## config.mk

```make
export PLATFORM = sky130hd
export DESIGN_NAME = dvs_event_scheduler
export DESIGN_NICKNAME = d
export VERILOG_FILES = /design/src/rtl/dvs_ravens_pkg.sv /design/src/rtl/dvs_rr_arbiter.sv /design/src/rtl/dvs_event_scheduler.sv
export SDC_FILE = /design/constraint.sdc
export NUM_CORES = 1
export LEC_CHECK = 0
export ABC_AREA = 0
export CAP_MARGIN = 20
export CELL_PAD_IN_SITES_DETAIL_PLACEMENT = 0
export CELL_PAD_IN_SITES_GLOBAL_PLACEMENT = 2
export CORE_AREA = 2 2 236 238
export DETAILED_ROUTE_END_ITERATION = 7
export DIE_AREA = 0 0 238 240
export GPL_ROUTABILITY_DRIVEN = 0
export PLACE_DENSITY_LB_ADDON = 0.1
export SLEW_MARGIN = 25
export SYNTH_ARGS = -nofsm -noshare
export SYNTH_HDL_FRONTEND = slang
export SYNTH_SLANG_ARGS = --single-unit
```

## constraint.sdc

```tcl
create_clock -name clk -period 6.8 [get_ports clk]
set_clock_uncertainty 0.1 [all_clocks]
set_input_delay 0.68 -clock clk [delete_from_list [all_inputs] [get_ports clk]]
set_output_delay 0.68 -clock clk [all_outputs]
set_load 0.01 [all_outputs]
```

## src/rtl/dvs_ravens_pkg.sv

```systemverilog
// Shared types and defaults for the DVS front end feeding the RAVENS core.
package dvs_ravens_pkg;

  localparam int unsigned DVS_X_ADDR_BITS   = 8;
  localparam int unsigned DVS_Y_ADDR_BITS   = 8;
  localparam int unsigned TIMESTAMP_US_BITS = 16;

  localparam int unsigned SCHED_NUM_CH     = 4;
  localparam int unsigned SCHED_FIFO_DEPTH = 4;
  localparam int unsigned SCHED_DROP_BITS  = 16;

  typedef struct packed {
    logic [DVS_X_ADDR_BITS-1:0]   x;
    logic [DVS_Y_ADDR_BITS-1:0]   y;
    logic [TIMESTAMP_US_BITS-1:0] timestamp;
    logic                         polarity;
  } dvs_event_t;

  function automatic logic [3:0] popcount8(input logic [7:0] v);
    logic [3:0] n;
    n = '0;
    for (int unsigned i = 0; i < 8; i++) begin
      n = n + {3'b000, v[i]};
    end
    return n;
  endfunction

endpackage

```

## src/rtl/dvs_rr_arbiter.sv

```systemverilog
// Round-robin arbiter; the pointer names the channel with highest priority
// and moves to one past the winner only when a grant is taken.
module dvs_rr_arbiter #(
  parameter  int unsigned NUM_CH = 4,
  localparam int unsigned IDX_W  = $clog2(NUM_CH)
) (
  input  logic              clk,
  input  logic              rst_n,
  input  logic [NUM_CH-1:0] req,
  input  logic              grant_en,
  output logic [NUM_CH-1:0] grant,
  output logic [IDX_W-1:0]  grant_idx,
  output logic              any_req
);

  logic [IDX_W-1:0] ptr_q, ptr_d;

  always_comb begin
    int unsigned      pos;
    logic [IDX_W-1:0] cand;
    pos       = 0;
    cand      = '0;
    grant     = '0;
    grant_idx = '0;
    any_req   = 1'b0;
    // Explicit wrap keeps the search correct for non-power-of-2 channel counts.
    for (int unsigned off = 0; off < NUM_CH; off++) begin
      pos = 32'(ptr_q) + off;
      if (pos >= NUM_CH) begin
        pos = pos - NUM_CH;
      end
      cand = IDX_W'(pos);
      if (!any_req && req[cand]) begin
        any_req   = 1'b1;
        grant_idx = cand;
      end
    end
    grant[grant_idx] = any_req;
  end

  always_comb begin
    ptr_d = ptr_q;
    if (grant_en && any_req) begin
      ptr_d = (grant_idx == IDX_W'(NUM_CH - 1)) ? '0 : grant_idx + 1'b1;
    end
  end

  always_ff @(posedge clk or negedge rst_n) begin
    if (!rst_n) begin
      ptr_q <= '0;
    end else begin
      ptr_q <= ptr_d;
    end
  end

endmodule

```

## src/rtl/dvs_event_scheduler.sv

```systemverilog
// Merges per-channel DVS event strobes through small FIFOs and a round-robin
// arbiter onto a single registered valid/ready event bus, counting overflow drops.
module dvs_event_scheduler
  import dvs_ravens_pkg::*;
#(
  parameter  int unsigned NUM_CH     = SCHED_NUM_CH,
  parameter  int unsigned FIFO_DEPTH = SCHED_FIFO_DEPTH,
  parameter  int unsigned DROP_BITS  = SCHED_DROP_BITS,
  localparam int unsigned CH_W       = $clog2(NUM_CH)
) (
  input  logic                          clk,
  input  logic                          rst_n,
  input  logic       [NUM_CH-1:0]       in_valid,
  input  dvs_event_t [NUM_CH-1:0]       in_event,
  output logic                          out_valid,
  input  logic                          out_ready,
  output dvs_event_t                    out_event,
  output logic       [CH_W-1:0]         out_ch,
  output logic       [NUM_CH-1:0]       drop_pulse,
  output logic       [DROP_BITS-1:0]    drop_count,
  input  logic                          drop_count_clr
);

  localparam int unsigned AW = $clog2(FIFO_DEPTH);
  localparam logic [DROP_BITS-1:0] DROP_MAX = '1;

  logic              load_en;
  logic [NUM_CH-1:0] not_empty;
  logic [NUM_CH-1:0] grant;
  logic [CH_W-1:0]   grant_idx;
  logic              any_req;
  logic [NUM_CH-1:0] drop_now;
  dvs_event_t        head [NUM_CH];

  logic                 out_valid_q, out_valid_d;
  dvs_event_t           out_event_q, out_event_d;
  logic [CH_W-1:0]      out_ch_q, out_ch_d;
  logic [NUM_CH-1:0]    drop_pulse_q, drop_pulse_d;
  logic [DROP_BITS-1:0] drop_count_q, drop_count_d;

  assign load_en = !out_valid_q || out_ready;

  for (genvar g = 0; g < NUM_CH; g++) begin : g_fifo
    dvs_event_t  mem_q [FIFO_DEPTH];
    logic [AW:0] wr_ptr_q, wr_ptr_d;
    logic [AW:0] rd_ptr_q, rd_ptr_d;
    logic        empty, full, push, pop;

    always_comb begin
      empty = (wr_ptr_q == rd_ptr_q);
      full  = (wr_ptr_q[AW] != rd_ptr_q[AW]) &&
              (wr_ptr_q[AW-1:0] == rd_ptr_q[AW-1:0]);
      pop   = load_en && grant[g];
      // A same-edge pop frees the head slot, so a push into a full FIFO still fits.
      push  = in_valid[g] && (!full || pop);
      wr_ptr_d = push ? wr_ptr_q + 1'b1 : wr_ptr_q;
      rd_ptr_d = pop  ? rd_ptr_q + 1'b1 : rd_ptr_q;
    end

    assign drop_now[g]  = in_valid[g] && full && !(load_en && grant[g]);
    assign not_empty[g] = !empty;
    assign head[g]      = mem_q[rd_ptr_q[AW-1:0]];

    always_ff @(posedge clk or negedge rst_n) begin
      if (!rst_n) begin
        wr_ptr_q <= '0;
        rd_ptr_q <= '0;
      end else begin
        wr_ptr_q <= wr_ptr_d;
        rd_ptr_q <= rd_ptr_d;
      end
    end

    always_ff @(posedge clk) begin
      if (push) begin
        mem_q[wr_ptr_q[AW-1:0]] <= in_event[g];
      end
    end
  end

  dvs_rr_arbiter #(
    .NUM_CH (NUM_CH)
  ) u_arb (
    .clk       (clk),
    .rst_n     (rst_n),
    .req       (not_empty),
    .grant_en  (load_en),
    .grant     (grant),
    .grant_idx (grant_idx),
    .any_req   (any_req)
  );

  always_comb begin
    out_valid_d = out_valid_q;
    out_event_d = out_event_q;
    out_ch_d    = out_ch_q;
    if (load_en) begin
      out_valid_d = any_req;
      if (any_req) begin
        out_event_d = head[grant_idx];
        out_ch_d    = grant_idx;
      end
    end
  end

  always_comb begin
    logic [DROP_BITS-1:0] base;
    logic [DROP_BITS-1:0] inc;
    drop_pulse_d = drop_now;
    inc          = DROP_BITS'(popcount8(8'(drop_now)));
    base         = drop_count_clr ? '0 : drop_count_q;
    drop_count_d = (base > DROP_MAX - inc) ? DROP_MAX : base + inc;
  end

  always_ff @(posedge clk or negedge rst_n) begin
    if (!rst_n) begin
      out_valid_q  <= 1'b0;
      out_event_q  <= '0;
      out_ch_q     <= '0;
      drop_pulse_q <= '0;
      drop_count_q <= '0;
    end else begin
      out_valid_q  <= out_valid_d;
      out_event_q  <= out_event_d;
      out_ch_q     <= out_ch_d;
      drop_pulse_q <= drop_pulse_d;
      drop_count_q <= drop_count_d;
    end
  end

  assign out_valid  = out_valid_q;
  assign out_event  = out_event_q;
  assign out_ch     = out_ch_q;
  assign drop_pulse = drop_pulse_q;
  assign drop_count = drop_count_q;

endmodule
```

* Word level (Yosys, flattened, before mapping)
Memory sizes are Yosys's and may differ from the RTL's.
Cells that the tools add are included.
** Word-level totals
- Memories kept :: 4
- RAM bits :: 528
- Register bits after elaboration :: 82
- Word-level logic and storage cells :: 152
- Output and inout port bits :: 56
** Memories
- g_fifo[0].mem_q :: words 4, width 33, read ports 1, clocked after Yosys merged registers in 0, write ports 1, RTL line dvs_event_scheduler.sv:44 : dvs_event_t mem_q [FIFO_DEPTH];
- g_fifo[1].mem_q :: words 4, width 33, read ports 1, clocked after Yosys merged registers in 0, write ports 1, RTL line dvs_event_scheduler.sv:44
- g_fifo[2].mem_q :: words 4, width 33, read ports 1, clocked after Yosys merged registers in 0, write ports 1, RTL line dvs_event_scheduler.sv:44
- g_fifo[3].mem_q :: words 4, width 33, read ports 1, clocked after Yosys merged registers in 0, write ports 1, RTL line dvs_event_scheduler.sv:44
** Operators by class
- Magnitude comparators :: 12
- Bitwise operators :: 2
- Reductions and logical operators :: 47
- Eq/ne operators :: 13
- $add $sub $neg :: 21
- Muxes and demuxes :: 36
** Operator list (number)
- binary-select mux 33 bit (select 2 bit) :: 1
- two-way mux 33 bit :: 2
- two-way mux 16 bit :: 2
- logical AND 1 bit :: 25
- adder 3 x 1 -> 3 bit (second input constant) :: 8
- two-way mux 2 bit :: 9
- two-way mux 1 bit :: 17
- adder 16 x 4 -> 16 bit :: 1
- > comparator 16 bit :: 1
- logical NOT 1 bit :: 16
- < comparator 2 x 3 -> 1 bit (second input constant) :: 5
- equality test 3 bit :: 4
- greater-or-equal comparator 3 bit (second input constant) :: 4
- binary-select mux 1 bit (select 2 bit) :: 4
- equality test 2 bit :: 4
- subtractor 2 x 1 -> 2 bit (second input constant) :: 4
- adder 2 x 2 -> 3 bit (second input constant) :: 2
- subtractor 1 x 5 -> 6 bit (first input constant) :: 1
- logical OR 1 bit :: 5
- adder 3 x 1 -> 4 bit :: 1
- AND 4 bit :: 1
- inequality test 1 bit :: 4
- adder 2 x 1 -> 3 bit :: 1
- adder 2 x 1 -> 3 bit (second input constant) :: 1
- 8 further kinds :: 8

* Logic depth before layout (Yosys ltp)
Gate-level depths: netlist of run 1.
- Word-level depth :: 28
- Gate-level depth with buffers :: 20

* Cells and area by module
A second synthesis of run 1 with hierarchy kept.
** Unflattened totals
- Cell total of the unflattened synthesis :: 1160
- Area total of the unflattened synthesis :: 24121.9 um^2
** By module, submodules not included
- dvs_event_scheduler :: instances 1, area each 23846.6 um^2, sequential area each 17857.1 um^2, cells an instance 1133
- dvs_rr_arbiter :: instances 1, area each 275.3 um^2, sequential area each 50.0 um^2, cells an instance 27

* Worst setup path after synthesis of run 1
OpenSTA, ideal clock, no wires.
- Path type :: register to register
- Start :: register g_fifo[0].rd_ptr_q[1]
- End :: register drop_count_q[12], in the netlist drop_count[12]
- Arrival :: 4.812 ns
- Clock period less this slack :: 4.994 ns
- Stages on the path, launching flop included :: 20
- Data required time :: 6.617 ns
- Setup slack :: 1.806 ns
- Cells stage by stage :: dfrtp_1 > buf_4 > xor2_1 > o31a_1 > o311a_4 > nor2_8 > inv_4 > buf_6 > ha_1 > a2111oi_4 > and2_1 > fa_1 > ha_1 > ha_1 > ha_1 > a21o_1 > a21oi_1 > or4_1 > clkbuf_1 > o21ai_0
** On the way
- Longest elaborated chain between the ends :: 28
- Elaborated cells on any way between the ends :: 52
** Ends and longest elaborated chain
- from (decl) :: RTL line dvs_event_scheduler.sv:46 : logic [AW:0] rd_ptr_q, rd_ptr_d;
- from (signal assigned) :: RTL line dvs_event_scheduler.sv:70 : rd_ptr_q <= rd_ptr_d;
- equality test 3 bit (*) :: RTL line dvs_event_scheduler.sv:50 : empty = (wr_ptr_q == rd_ptr_q);
- logical NOT 1 bit (*) :: RTL line dvs_event_scheduler.sv:61 : assign not_empty[g] = !empty;
- binary-select mux 1 bit (select 2 bit) :: RTL line dvs_rr_arbiter.sv:33 : if (!any_req && req[cand]) begin
- two-way mux 1 bit (not written as such) :: RTL line dvs_rr_arbiter.sv:33
- two-way mux 1 bit :: RTL line dvs_rr_arbiter.sv:33
- logical NOT 1 bit :: RTL line dvs_rr_arbiter.sv:33
- logical AND 1 bit :: RTL line dvs_rr_arbiter.sv:33
- two-way mux 1 bit :: RTL line dvs_rr_arbiter.sv:33
- [... 6 more ...]
- named net grant_idx[1] :: RTL line dvs_event_scheduler.sv:30 : logic [CH_W-1:0] grant_idx;
- [... 8 more ...]
- named net drop_now[0] :: RTL line dvs_event_scheduler.sv:32 : logic [NUM_CH-1:0] drop_now;
- adder 1 x 1 -> 2 bit (*) :: RTL line dvs_ravens_pkg.sv:23 : n = n + {3'b000, v[i]};
- adder 2 x 1 -> 3 bit (*) :: RTL line dvs_ravens_pkg.sv:23
- adder 3 x 1 -> 4 bit (*) :: RTL line dvs_ravens_pkg.sv:23
- subtractor 1 x 5 -> 6 bit :: RTL line dvs_event_scheduler.sv:112 : drop_count_d = (base > DROP_MAX - inc) ? DROP_MAX : base + inc;
- > comparator 16 bit :: RTL line dvs_event_scheduler.sv:112
- two-way mux 16 bit (*) :: RTL line dvs_event_scheduler.sv:112
- named net drop_count_d[12] :: RTL line dvs_event_scheduler.sv:39 : logic [DROP_BITS-1:0] drop_count_q, drop_count_d;
- to (signal assigned) :: RTL line dvs_event_scheduler.sv:127 : drop_count_q <= drop_count_d;
- to (decl) :: RTL line dvs_event_scheduler.sv:39
The timed path passes the listed nets; every way through them passes the cells marked *. The select of a mux whose other input is x is not followed.
A chain may end at the register's enable or synchronous reset.

* Worst setup path after layout of run 1
- Start :: register g_fifo[1].rd_ptr_q[2]
- End :: register drop_count_q[9], in the netlist drop_count[9]
** On the way
- Longest elaborated chain between the ends :: 28
- Elaborated cells on any way between the ends :: 52
** Ends and longest elaborated chain (RTL line)
- from (decl) :: dvs_event_scheduler.sv:46
- from (signal assigned) :: dvs_event_scheduler.sv:70
- equality test 3 bit (*) :: dvs_event_scheduler.sv:50
- logical NOT 1 bit (*) :: dvs_event_scheduler.sv:61
- binary-select mux 1 bit (select 2 bit) :: dvs_rr_arbiter.sv:33
- two-way mux 1 bit (not written as such) :: dvs_rr_arbiter.sv:33
- two-way mux 1 bit :: dvs_rr_arbiter.sv:33
- logical NOT 1 bit :: dvs_rr_arbiter.sv:33
- logical AND 1 bit :: dvs_rr_arbiter.sv:33
- two-way mux 1 bit :: dvs_rr_arbiter.sv:33
- [... 6 more ...]
- named net grant_idx[1] :: dvs_event_scheduler.sv:30
- [... 8 more ...]
- named net drop_now[0] :: dvs_event_scheduler.sv:32
- adder 1 x 1 -> 2 bit (*) :: dvs_ravens_pkg.sv:23
- adder 2 x 1 -> 3 bit (*) :: dvs_ravens_pkg.sv:23
- adder 3 x 1 -> 4 bit (*) :: dvs_ravens_pkg.sv:23
- subtractor 1 x 5 -> 6 bit :: dvs_event_scheduler.sv:112
- > comparator 16 bit :: dvs_event_scheduler.sv:112
- two-way mux 16 bit (*) :: dvs_event_scheduler.sv:112
- named net drop_count_d[9] :: dvs_event_scheduler.sv:39
Marks and branches as above.

==> impl_metrics.env, run 1 <==
export IMPL_critPathCaptureType="register"
export IMPL_num_vias=12101
export IMPL_grt_pass1_wl_um=84200
export IMPL_layout_drive_gt1_share=0.2151
export IMPL_setup_viol=0
export IMPL_die_area_um2=57120
export IMPL_timing_rr_start="g_fifo[1].rd_ptr_q[2]"
export IMPL_p_leak_nw=9.899
export IMPL_maxCapViolations=0
export IMPL_die_w_um=238
export IMPL_wl_um=57490
export IMPL_fin_crit_ns=5.386
export IMPL_drt_first_pass_iters=5
export IMPL_synth_area_mux_share=0.1420
export IMPL_place_inst=2053
export IMPL_portBuffers=195
export IMPL_fin_total_pwr_mw=14.00
export IMPL_syn_inst=1193
export IMPL_maxSlewHeadroom=0.3318
export IMPL_synth_compound_area_frac=0.04325
export IMPL_synth_top_family_by_area="multiplexers"
export IMPL_hold_viol_final=0
export IMPL_clockBufferDepth=3
export IMPL_ys_warn_count=0
export IMPL_avgSynthCellArea_um2=20.35
export IMPL_grt_pass1_vias=12599
export IMPL_clock_sinks=610
export IMPL_grt_max_degree=73
export IMPL_crit_type="register to register"
export IMPL_dominantRegCellSynth="edfxtp_1"
export IMPL_wl_per_cell_um=26.46
export IMPL_drv_slew=0
export IMPL_syn2layout_area_growth_pct=20.86
export IMPL_period_share=0.7921
export IMPL_hpwl_um=36360
export IMPL_seq_area_frac_synth=0.7377
export IMPL_fmax_mhz=185.7
export IMPL_cts_max_level=3
export IMPL_grt_total_usage=0.2046
export IMPL_async_flop_share=0.1344
export IMPL_synth_cell_area_um2=24270
export IMPL_detail_route_antenna_nets=0
export IMPL_hp_class="register to register"
export IMPL_rsz0062_at_grt="false"
export IMPL_root_buffer="clkbuf_16"
export IMPL_synthTopCellsByCount="528 x edfxtp_1, 132 x mux4_2, 82 x dfrtp_1, 52 x clkbuf_1, 43 x o21ai_0"
export IMPL_worst_slack_ns=1.414
export IMPL_synth_edff_count=528
export IMPL_synth_xor_xnor_area_share=0.01722
export IMPL_cp_start_kind="register"
export IMPL_drcViolationCount=0
export IMPL_ios=196
export IMPL_yosys_area_top_type="edfxtp_1"
export IMPL_clk_pin_slew_worst_paths_ns=0.06
export IMPL_clkLatencyLatePin_ns=0.59
export IMPL_synthDistinctLibCells=53
export IMPL_die_y_um=240
export IMPL_antenna_found_initial=4
export IMPL_status="complete, no violations"
export IMPL_drt_initial_drc_count=876
export IMPL_layout_cells_non_filler=2173
export IMPL_synth_seq_cells=610
export IMPL_grt_overflow_total=0
export IMPL_vdd_ir_drop_max_uv=253.7
export IMPL_syn_nets=1365
export IMPL_cp_required_ns=7.17
export IMPL_crit_arrival_ns=5.75
export IMPL_fin_setup_tns_ns=0
export IMPL_nNetsFinal=1591
export IMPL_design_core_area_um2=54660
export IMPL_yosysMostFrequentCell="edfxtp_1"
export IMPL_detail_route_vias_per_cell=5.569
export IMPL_antenna_cells=0
export IMPL_power_density_nw_per_um2=477.1
export IMPL_worst_pin_slew_ns=1.002
export IMPL_synth_simple_gate_area_frac=0.02825
export IMPL_synthAdderAreaFrac=0.01711
export IMPL_hp_start="out_ch[0]"
export IMPL_cp_startpoint="g_fifo[1].rd_ptr_q[2]"
export IMPL_cts_tree="done"
export IMPL_initial_core_util=0.4441
export IMPL_fin_util=0.5367
export IMPL_synth_top_area_share=0.6532
export IMPL_place_worst_setup_slack_ns=1.409
export IMPL_synth_area_leaders="edfxtp_1 65%, mux4_2 12%, dfrtp_1 8.5%, ha_1 1.5%, a221o_1 1.4%"
export IMPL_cts_buffers=67
export IMPL_crit_path_max_fanout=34
export IMPL_rows=86
[through the flow]
stage          hold WS (ns)  instance area [um^2]
6_report             0.3841                 29340
5_1_grt              0.4120                 29340
4_1_cts              0.3893                 29330
3_5_place_dp         0.3800                 27030
3_3_place_gp         0.3761                 27030
2_1_floorplan        0.2844                 24270
[critical path: stages (launching register included)]
cell and delay (ns):
dfrtp_1 0.40, xnor2_1 0.25, nand3_1 0.36, o311a_4 0.60
nor2_8 0.19, inv_4 0.05, ha_1 0.23, a2111oi_4 0.39
and2_1 0.22, fa_1 0.43, ha_1 0.19, ha_1 0.32
ha_1 0.34, a21o_1 0.13, a21oi_1 0.06, or4_1 0.81
o21ai_0 0.20
[final timing paths]
path / endpoint / depth (start not counted) / slack, ns
max reg2reg: drop_count[9] / 16 / 1.41
max in group asynchronous: g_fifo[0].rd_ptr_q[0] / 3 / 4.96
min reg2reg: out_ch[0] / 1 / 0.38
min in group asynchronous: g_fifo[1].wr_ptr_q[0] / 2 / 0.45
max: drop_count[9] / 16 / 1.41
min: out_ch[0] / 1 / 0.38
[layout by cell type (no fill, tap or decap), types with 27 or more instances in the layout]
master           instances
edfxtp_1               528
clkdlybuf4s50_1        194
mux4_2                 132
dfrtp_1                 78
clkbuf_16               70
o21ai_0                 43
nand3_1                 42
a211oi_1                33
a221o_1                 33
xnor2_1                 32
ha_1                    30
buf_4                   27
[where the power goes]
group / switching (mW) / total (mW) / internal [mW]
logic: 2.79 / 4.81 / 2.03
registers: 0.338 / 5.44 / 5.10
clock network: 1.43 / 3.75 / 2.32
[metal layers]
layer  track usage  share of wire  vias to the layer above
li1              -              -                     5345
met1        0.2876           0.44                     6331
met2        0.3213           0.47                      330
met3       0.04294          0.056                       87
met4       0.06875          0.024                        8
met5             0        0.00099                        -
[state kept, by name, summed over array words and instances (netlist names)]
register	flops
drop_count	16
drop_pulse	4
g_fifo.mem_q	528
g_fifo.rd_ptr_q	12
g_fifo.wr_ptr_q	12
out_ch	2
out_event	33
out_valid	1
u_arb.ptr_q	2
[layout make-up]
type	instances	area (um^2)
clock buffers	86	1872
clock inverters	33	417.9
fillers	4339	25330
inverters	14	55.05
multi-input cells	504	6045
flip-flops and latches	610	17910
well taps	704	880.8
repair buffers	222	2155
[logic make-up after synthesis]
group           count (synthesis)
fa+ha+maj                      32
xor+xnor                       46
compound gates                132
simple gates                  121
buf+inv                        79
flops                         610
mux                           173
[repair_timing]
item | CTS | global route
hold endpoints to repair | 22 | 0
hold buffers | 1 | 0
gates resized for setup | 0 | 0
setup buffers | 0 | 0
(Power assumes the default switching activity.)
==> run 2, diff against run 1 <==
--- a/config.mk
+++ b/config.mk
@@ -9,9 +9,9 @@
 export CAP_MARGIN = 20
 export CELL_PAD_IN_SITES_DETAIL_PLACEMENT = 0
 export CELL_PAD_IN_SITES_GLOBAL_PLACEMENT = 2
-export CORE_AREA = 2 2 236 238
+export CORE_AREA = 2 2 247 249
 export DETAILED_ROUTE_END_ITERATION = 7
-export DIE_AREA = 0 0 238 240
+export DIE_AREA = 0 0 249 251
 export GPL_ROUTABILITY_DRIVEN = 0
 export PLACE_DENSITY_LB_ADDON = 0.1
 export SLEW_MARGIN = 25
==> constraint.sdc (replaced) <==
create_clock -name clk -period 4.6 [get_ports clk]
set_clock_uncertainty 0.1 [all_clocks]
set_input_delay 0.46 -clock clk [delete_from_list [all_inputs] [get_ports clk]]
set_output_delay 0.46 -clock clk [all_outputs]
set_load 0.01 [all_outputs]
==> run 2 against run 1 <==
Setup slack got worse by 1.3 ns. Critical path type unchanged. Register-to-register slack worse by 1.3 ns. Sequential cell count unchanged. Global-route usage is 1.3 points lower. First-iteration DRC count down 17%. Core utilization down 3.8 points. Clock power rose by 35%. Count of clock-buffer cells in the layout increased by 1. Sequential power grew 47%.
==> impl_metrics.env, run 2 (synthesis results as in run 1) <==
export IMPL_timing_rr_start="g_fifo[0].wr_ptr_q[0]"
export IMPL_syn2layout_area_growth_pct=22.87
export IMPL_most_common_layout_cells="528 x edfxtp_1, 194 x clkdlybuf4s50_1, 132 x mux4_2"
export IMPL_vdd_ir_drop_max_uv=295.4
export IMPL_wl_um=58990
export IMPL_fillers=4974
export IMPL_reg2reg_depth=16
export IMPL_num_vias=12318
export IMPL_drcViolationCount=0
export IMPL_drv_slew=0
export IMPL_cts_buffers=67
export IMPL_place_inst=2184
export IMPL_clock_sinks=610
export IMPL_die_area_um2=62500
export IMPL_cp_start_kind="register"
export IMPL_drt_initial_drc_count=730
export IMPL_design_core_area_um2=59790
export IMPL_nNetsFinal=1646
export IMPL_rsz0062_at_grt="true"
export IMPL_wl_per_cell_um=25.55
export IMPL_fmax_mhz=224.1
export IMPL_worst_slack_ns=0.1384
export IMPL_maxCapViolations=0
export IMPL_die_w_um=249
export IMPL_fin_setup_tns_ns=0
export IMPL_period_share=0.9699
export IMPL_detail_route_antenna_nets=0
export IMPL_grt_overflow_total=0
export IMPL_clkLatencyLatePin_ns=0.60
export IMPL_worst_pin_slew_ns=1.073
export IMPL_detail_route_vias_per_cell=5.335
export IMPL_initial_core_util=0.4059
export IMPL_power_density_nw_per_um2=697.1
export IMPL_crit_path_max_fanout=16
export IMPL_cts_max_level=3
export IMPL_final_common_cell="edfxtp_1"
export IMPL_setup_viol=0
export IMPL_cp_required_ns=5.01
export IMPL_root_buffer="clkbuf_16"
export IMPL_grt_pass1_vias=12933
export IMPL_place_worst_setup_slack_ns=0.01914
export IMPL_hold_viol_final=0
export IMPL_largest_reg_flops=528
export IMPL_hp_class="input pin to asynchronous set/reset pin"
export IMPL_p_leak_nw=10.06
export IMPL_clockBufferDepth=3
export IMPL_fin_crit_ns=4.462
export IMPL_antenna_found_initial=2
export IMPL_cp_startpoint="g_fifo[0].wr_ptr_q[0]"
export IMPL_fin_total_pwr_mw=20.79
export IMPL_die_y_um=251
export IMPL_status="complete, no violations"
export IMPL_layout_drive_gt1_share=0.2464
export IMPL_critPathCaptureType="register"
export IMPL_hpwl_um=38500
export IMPL_cts_tree="done"
export IMPL_layout_cells_non_filler=2309
export IMPL_portBuffers=195
export IMPL_grt_max_degree=55
export IMPL_crit_arrival_ns=4.87
export IMPL_drt_first_pass_iters=5
export IMPL_clk_pin_slew_worst_paths_ns=0.06
export IMPL_maxSlewHeadroom=0.2802
export IMPL_grt_pass1_wl_um=86300
export IMPL_grt_total_usage=0.1912
export IMPL_crit_type="register to register"
export IMPL_ios=196
export IMPL_rows=90
-- run 2: cell type report --
class,count,area (um^2),area share
antenna,1,2.502,0.00008391
timing repair buffer,277,2580,0.08651
sequential,610,17910,0.6007
clock inverter,34,272.8,0.009146
tap,782,978.4,0.03281
clock buffer,87,1804,0.06050
inverter,14,55.05,0.001846
multi-input combinational,504,6216,0.2084
-- run 2: routing by layer --
layer  GRT usage  routed length, um
met1      0.2552              25310
met2      0.3206              29630
met3     0.03127               2587
met4     0.06528               1449
met5           0                 10
-- run 2: path summary, 6_finish.rpt --
check                                   endpoint  slack (ns)
max in group asynchronous  g_fifo[3].rd_ptr_q[0]        3.08
max reg2reg                        drop_count[9]        0.14
min in group clk                       out_ch[0]        0.39
min reg2reg                            out_ch[0]        0.39
min                               drop_count[10]        0.36
max                                drop_count[9]        0.14
-- run 2: through the flow --
step	util	cell area [um^2]	hold slack [ns]
final	0.4988	29820	0.3636
after global routing	0.4988	29820	0.3817
after detailed placement	0.4622	27640	0.3790
after global placement	0.4621	27630	0.3765
after CTS	0.4973	29730	0.3513
after floorplan	-	24400	0.06441
-- run 2: worst max-delay path, stage by stage (launching register included) --
cell	delay, ns
dfrtp_2	0.44
xor2_4	0.20
o31a_1	0.33
o311a_4	0.35
nor2_8	0.10
inv_4	0.06
ha_4	0.17
a2111oi_4	0.34
and2_4	0.21
fa_2	0.45
ha_4	0.18
ha_4	0.27
ha_4	0.20
a31oi_1	0.13
nand2_1	0.07
or4_4	0.64
o21ai_1	0.13
-- run 2: where the power goes --
group	switching, mW	internal [mW]	leakage [nW]
clock	2.13	2.95	1.01
combinational	4.36	3.36	3.19
sequential	0.455	7.53	5.86
total	6.95	13.8	10.1
-- run 2: timing repair --
| item | in CTS | in global routing |
|---|---|---|
| buffers inserted | 0 | 2 |
| endpoints found under the hold margin | 53 | 0 |
| gates resized for setup | 2 | 13 |
| cloned | 0 | 0 |
| hold buffers | 1 | 0 |
| pin swaps | 0 | 9 |
| endpoints found under the setup margin | 2 | 16 |
==> variant: new RTL, config.mk and constraints of run 2 <==
Change the package constant `DVS_Y_ADDR_BITS` from 8 to 7.
--- a/src/rtl/dvs_ravens_pkg.sv
+++ b/src/rtl/dvs_ravens_pkg.sv
@@ -4,3 +4,3 @@
   localparam int unsigned DVS_X_ADDR_BITS   = 8;
-  localparam int unsigned DVS_Y_ADDR_BITS   = 8;
+  localparam int unsigned DVS_Y_ADDR_BITS   = 7;
   localparam int unsigned TIMESTAMP_US_BITS = 16;
Interface: changed (resized in_event and out_event); port bits go from 196 to 191. The function was not compared with the original's and may differ.
==> variant against run 2 <==
- synthesized area is 0.90% lower
- total power up 2.3%
- sequential share of layout area shrank 1.2 points
- via count up 1.1%
- routed wire length decreased by 0.39%
- cell area down 0.87%
- worst setup slack improved by 0.060 ns
- sequential cell count fell by 17
- largest cell class unchanged
==> variant: results (changes against run 2) <==
synthArstFlopShare: 0.137  # +0.00217
largest_register_ffs: 512  # -3.0%
tritoncts: "done"
drive_above_1_share: 0.246  # -0.000505
synth-compound-area-share: 0.0741  # +0.0309
cts_max_level: 3  # unchanged
p_sw_frac: 0.341  # +0.00692
power_leakage_nw: 9.84  # -2.2%
dp_slack_ns: -0.0701  # -0.0892 ns
dp.cells: 2175  # -0.41%
ys_types: 53  # unchanged
drtPass1Iterations: 4  # -1
grt_pass1_wl_microns: 86600  # +0.40%
reg2regPathDepth: 16  # unchanged
synthTopCellsByCount: "edfxtp_1, mux4_2, dfrtp_1"
crit_path_max_fanout: 8  # -8
grt.total_usage: 0.190  # -0.00149
netlist_top_cells_area: "edfxtp_1, mux4_2, dfrtp_1"
grt_max_degree: 66  # +20%
dp_hpwl_microns: 37500  # -2.6%
synth_warnings: 0  # unchanged
ir_drop_uv: 453  # +53%
outcome: "finished clean"
tightest_slew_ns: 0.963  # -0.110 ns
synth-edff-count: 512  # -3.0%
route.detailed.drc: 0  # unchanged
grt_pass1_vias: 12900  # -0.60%
synth_xor_area_frac: 0.0176  # +0.000417
antenna_found_initial: 6  # +4
synth_cells: 1219  # +2.2%
overflow: 0  # unchanged
synthAdderAreaFrac: 0.0173  # +0.000156
final_cells: 2307  # -0.087%
finalHoldViolCount: 0  # unchanged
worstSkewPairLatency_ns: 0.60  # about the same
placed_area_sq_um: 27100  # -2.0%
clock_path_buffers: 3  # unchanged
fin_nets: 1635  # -0.67%
hp-class: "input port to asynchronous set/reset pin"
io_buffers: 190  # -2.6%
drtIter0Drc: 892  # +22%
cts_root_buffer: "clkbuf_16"
synthMuxAreaShare: 0.122  # -0.0202
synth-seq-area-share: 0.723  # -0.0143
clk_pin_slew_ns: 0.06  # about the same
wl_per_cell_microns: 25.5  # -0.30%
synth.net_count: 1387  # +1.6%
vias_per_cell: 5.40  # +1.2%
-- variant: cell count changes in the layout (fill, tap and decap cells not counted), moves of 7 or more --
cell,change
a221o_1,-33
nand3_1,-33
a21boi_0,+32
a31oi_1,+32
nor2_1,+32
o2111a_1,+32
a2111oi_2,+28
o21ai_0,-23
buf_4,-20
mux2_1,-17
mux2_2,-17
edfxtp_1,-16
clkbuf_1,-8
bufinv_16,+7
-- variant: path summary, 6_finish.rpt --
kind	from	end	slack [ns]
worst max-delay path	g_fifo[0].wr_ptr_q[2]	drop_count[7]	0.20
max in group asynchronous	rst_n	g_fifo[0].wr_ptr_q[1]	3.03
worst min-delay path	rst_n	out_valid	0.29
worst max register to register	g_fifo[0].wr_ptr_q[2]	drop_count[7]	0.20
worst min register to register	g_fifo[3].wr_ptr_q[2]	g_fifo[3].wr_ptr_q[2]	0.38
min in group clk	g_fifo[3].wr_ptr_q[2]	g_fifo[3].wr_ptr_q[2]	0.38
-- variant: what timing repair did --
item / in CTS / in global routing
pin swaps: 0 / 11
setup buffers: 0 / 3
endpoints found under the setup margin: 3 / 16
hold buffers: 1 / 0
gates resized for setup: 4 / 22
cloned: 0 / 1
hold endpoints to repair: 33 / 0
-- variant: kinds of logic after synthesis --
logic type,count (synthesis)
AOI/OAI and AO/OA,198
DFF,593
muxes,132
and+or+nand+nor,127
xor gates and xnor gates,45
adders and majority gates,32
buffers and inverters,92
-- variant: per-layer routing --
layer / global-route usage / up-vias / routed length, microns
met5: 0 / - / 26
met2: 0.295 / 266 / 28100
li1: - / 5527 / -
met3: 0.0359 / 71 / 2820
met1: 0.273 / 6587 / 26800
met4: 0.0585 / 4 / 1020
-- variant: power groups by stage --
stage               sequential (mW)  clock, mW  combinational [mW]
floorplan                      7.81          0                5.10
global placement               7.83          0                8.01
detailed placement             7.89          0                8.04
CTS                            7.79       5.70                8.07
global route                   7.89       5.92                8.57
finish                         7.78       5.54                7.94
-- variant: area by class of cell --
type,instances,area (sq um)
timing repair buffer,255,2440
antenna,4,10.0
clock inverter,39,472
sequential,593,17400
multi-input combinational,535,6350
inverter,15,58.8
tap,782,978
clock buffer,84,1840
fill,5020,30200
-- variant: worst max-delay path: stages, from the launching register on --
cell      delay, ns
dfrtp_2        0.45
xor2_2         0.20
o31ai_4        0.34
a311oi_4       0.15
nor2_4         0.14
inv_2          0.09
ha_1           0.21
a211oi_1       0.29
and2_4         0.22
fa_1           0.39
ha_1           0.22
ha_4           0.30
ha_4           0.21
a31oi_1        0.16
nand2_1        0.12
or4_4          0.60
o21ai_1        0.11
